<file path="src/rtl/inst_fetch.sv">
// Instruction fetch stage: fetches 14-bit words over a req/ack handshake and
// presents them to decode, with stall, branch load and skip handling.
module inst_fetch #(
    parameter int unsigned PC_W = 13,
    parameter int unsigned IW   = 14
) (
    input  logic            clk,
    input  logic            reset,
    input  logic            stall,
    input  logic            load_pc,
    input  logic [PC_W-1:0] load_addr,
    input  logic            skip,
    output logic            mem_req,
    output logic [PC_W-1:0] mem_addr,
    input  logic            mem_ack,
    input  logic [IW-1:0]   mem_data,
    output logic [PC_W-1:0] pc,
    output logic [7:0]      inst_reg,
    output logic [6:0]      f_addr,
    output logic [7:0]      k,
    output logic            valid
);

    typedef enum logic [1:0] {
        IDLE  = 2'd0,
        FETCH = 2'd1,
        ISSUE = 2'd2
    } state_t;

    state_t          state_q, state_d;
    logic [PC_W-1:0] pc_q, pc_d;
    logic [IW-1:0]   ir_q, ir_d;
    logic            valid_q, valid_d;
    logic            skip_q, skip_d;

    always_ff @(posedge clk or negedge reset) begin
        if (!reset) begin
            state_q <= IDLE;
            pc_q    <= '0;
            ir_q    <= '0;
            valid_q <= 1'b0;
            skip_q  <= 1'b0;
        end else begin
            state_q <= state_d;
            pc_q    <= pc_d;
            ir_q    <= ir_d;
            valid_q <= valid_d;
            skip_q  <= skip_d;
        end
    end

    always_comb begin
        state_d = state_q;
        pc_d    = pc_q;
        ir_d    = ir_q;
        valid_d = valid_q;
        skip_d  = skip_q;
        unique case (state_q)
            IDLE: state_d = FETCH;
            FETCH: begin
                if (mem_ack) begin
                    // A skipped word still consumes its slot and advances pc.
                    ir_d    = skip_q ? '0 : mem_data;
                    valid_d = !skip_q;
                    skip_d  = 1'b0;
                    pc_d    = pc_q + 1'b1;
                    state_d = ISSUE;
                end
            end
            ISSUE: begin
                if (!stall) begin
                    state_d = FETCH;
                    if (load_pc) begin
                        pc_d   = load_addr;
                        skip_d = 1'b0;
                    end else if (skip) begin
                        skip_d = 1'b1;
                    end
                end
            end
            default: state_d = IDLE;
        endcase
    end

    assign mem_req  = (state_q == FETCH);
    assign mem_addr = pc_q;
    assign pc       = pc_q;
    assign valid    = (state_q == ISSUE) && valid_q;
    assign inst_reg = ir_q[13:6];
    assign f_addr   = ir_q[6:0];
    assign k        = ir_q[7:0];

endmodule

</file>
<file path="config.mk">
export PLATFORM = sky130hd
export DESIGN_NAME = inst_fetch
export DESIGN_NICKNAME = d
export VERILOG_FILES = /design/src/rtl/inst_fetch.sv
export SDC_FILE = /design/constraint.sdc
export NUM_CORES = 1
export LEC_CHECK = 0
export ABC_AREA = 1
export BUFFER_PORTS_ARGS = -buffer_cell sky130_fd_sc_hd__buf_2
export CORE_MARGIN = 8
export CORE_UTILIZATION = 31
export DETAILED_ROUTE_END_ITERATION = 8
export HOLD_SLACK_MARGIN = 0.02
export PLACE_DENSITY = 0.59
export SLEW_MARGIN = 20
export SYNTH_ARGS = -nofsm -noshare
export SYNTH_HDL_FRONTEND = slang
export SYNTH_SLANG_ARGS = --single-unit
</file>
<file path="constraint.sdc">
create_clock -name clk -period 1.87 [get_ports clk]
set_input_delay 0.187 -clock clk [delete_from_list [all_inputs] [get_ports clk]]
set_output_delay 0.187 -clock clk [all_outputs]
set_load 0.005 [all_outputs]
</file>
==> out/metrics.cfg <==
[floorplanning]
io_pins = 84
die_w_um = 92.4
die-area_um2 = 8530
die_h_um = 92.4
initial_utilization_pct = 31.3
rows = 28
core_um2 = 5780

[worst_setup_path]
ff2ff_setup_slack_ns = 0.25
critPathLaunchType = register
r2r_cells = 7
max_stage_delay_ns = 0.41
r2r_end = mem_addr[0]
required_ns = 2.05
crit_type = register to register
cp_slowest_cell = dfrtp_1
cp.arrival_ns = 1.80
end_kind = register
r2r-start = state_q[0]
cp_max_fo = 20
crit_chain = nor2_4 > inv_2 > or2_0 > nand2_2 > inv_4 > nand2_1 > o21ai_1

[grt]
grt_max_degree = 32
antenna_found_initial = 1
track_usage_pct = 11.3
grt_pass1_wl_um = 7760
grt_pass1_vias = 1604
grt_overflow = 0

[clock_tree]
cts.sinks = 31
htreeDepth = 2
post-cts-setup-buffer-count = 0
clk_pin_slew_ns = 0.07
clk_path_buf_depth = 2
cts_buffers = 5
clock_latency_ns = 0.29
cts_tree = yes
root_buffer = clkbuf_8

[sta]
timing.slew.headroom_pct = 53.1
period_needed_ns = 1.62
holdWs_ns = 0.0881
setup_violations = 0
fmax_mhz = 618
worstMarginPinSlew_ns = 0.704
rsz0062_at_grt = no
drv_slew = 0
hold_viol_final = 0
finalCritPeriodShare_pct = 86.6
setup_tns_ns = 0
fin_skew_ns = 0.00409

[final_layout]
layout_commonest_cell = nand2_1
syn_to_final_growth_pct = 23.1
fill_cells = 639
drive_above_1_share_pct = 32.1
antenna_cells = 0
seq_area_um2 = 776
nets = 345
multi_input_area_um2 = 768
layout_common_cells = 92 x nand2_1, 83 x buf_2, 31 x dfrtp_1

[detailed_routing]
met2WireLength_um = 2360
routed_wl_um = 4740
wl_per_cell_um = 12.2
drc = 0
dr.pass1.iters = 4
ant_nets = 0
wl_met3_um = 272
drt_iter0_drc = 71
viasPerCell = 4.30
routed.top_layer = met5
routed-via-count = 1666
route.layer.met1.wl_um = 1990

[synthesis]
ys_seq_area_share_pct = 42.9
synth_cell_type_count = 26
syn_area_um2 = 1810
syn-num-nets = 282
syn_inst = 248
avgSynthCellArea_um2 = 7.29
ys_ff_latch = 31
ys.warnings.count = 0

[min_path]
min_from = mem_ack
min_to = state_q[0]
min_path_cells = 2
hp-class = input pin to register

[place]
place.gp.congestion = 0.768
numPortBuffers = 83
place_hpwl_um = 3630

[outcome]
status = complete, no violations

[power_and_ir_drop]
power_leakage_nw = 1.24
power.total_mw = 3.29
vdd_drop_max_mv = 0.365
power_density_nw_per_um2 = 1480

[flow_run]
maxCapViolCount = 0

## Yosys cell counts
cell      instances  area, um2
or2_0             1       6.26
xor2_1            2       17.5
nand3b_1          3       22.5
nand4_1           4       25.0
dfrtp_1          31        776
xnor2_1           2       17.5
buf_4            22        165
o21ai_0          22        110
inv_2             2       7.51
nor3_1            1       5.00
buf_2             2       10.0
ha_1              1       12.5
nand2_2           1       6.26
nand2_1          92        345
inv_4             1       6.26
nor2_4            1       11.3
buf_1             1       3.75
o21ai_1           2       10.0
nor2_1           25       93.8
nand3_1          12       60.1
inv_1            12       45.0
o31ai_1           1       7.51
o21ai_2           1       8.76
a21oi_2           1       8.76
buf_6             1       11.3
clkbuf_1          4       15.0
## final cells by class
cell class | instances | share of cell area, %
clock buffer | 5 | 3.09
clock inverter | 3 | 0.899
inverter | 15 | 2.64
multi-input combinational | 172 | 34.5
sequential | 31 | 34.9
tap | 75 | 4.22
timing repair buffer | 86 | 19.8
## where the power goes
group / internal (mW) / switching [mW] / leakage [nW]
logic: 0.656 / 0.855 / 0.804
registers: 0.955 / 0.288 / 0.395
clock network: 0.259 / 0.279 / 0.0402
total: 1.87 / 1.42 / 1.24
## cell families (layout without fill, tap and decap cells)
| kind of cell | after synthesis | count (layout) | share of synthesized area, % |
|---|---|---|---|
| flip-flops | 31 | 31 | 42.9 |
| AND/OR/NAND/NOR | 140 | 140 | 31.8 |
| buffers and inverters | 45 | 109 | 14.6 |
| adder cells (fa/ha/maj) | 1 | 1 | 0.692 |
| AO/OA/AOI/OAI | 27 | 27 | 8.03 |
| XOR/XNOR | 4 | 4 | 1.94 |
## how the worst max path moves through the flow
stage,depth (start not counted),end,from,slack (ns)
after floorplan,8,mem_addr[12],mem_addr[1],0.52
after global placement,7,mem_addr[3],state_q[0],0.29
after detailed placement,7,mem_addr[0],state_q[0],0.23
after CTS,7,mem_addr[0],state_q[0],0.21
after global routing,8,mem_addr[2],state_q[1],0.06
final,7,mem_addr[0],state_q[0],0.25
## registers in the layout, summed over array words and instances (netlist names)
name,flops
state_q,2
ir_q,14
mem_addr,13
valid_q,1
skip_q,1
## worst max-delay path: cells and delay by family (launching register included)
kind	cells	cell delay (ns)
AND/OR/NAND/NOR	4	0.84
flip-flops	1	0.41
buffers and inverters	2	0.19
AO/OA/AOI/OAI	1	0.06
## routing by layer
metal	global-route usage (%)	vias to the layer above
li1	-	885
met1	12.3	732
met2	19.1	36
met3	3.24	11
met4	6.85	2
met5	0	-
## what timing repair did
action | CTS | global route
gates resized for setup | 0 | 0
hold endpoints to repair | 31 | 0
hold buffers | 1 | 0
## per-stage QoR
stage	area, um2	cells	util (%)	setup WS [ns]
3_3_place_gp	2130	378	36.8	0.290
2_1_floorplan	1810	248	-	0.522
4_1_cts	2230	387	38.5	0.209
6_report	2230	387	38.5	0.251
3_5_place_dp	2130	378	36.8	0.226
5_1_grt	2230	387	38.5	0.0560
Note: power is estimated with default switching activity, not from simulation.
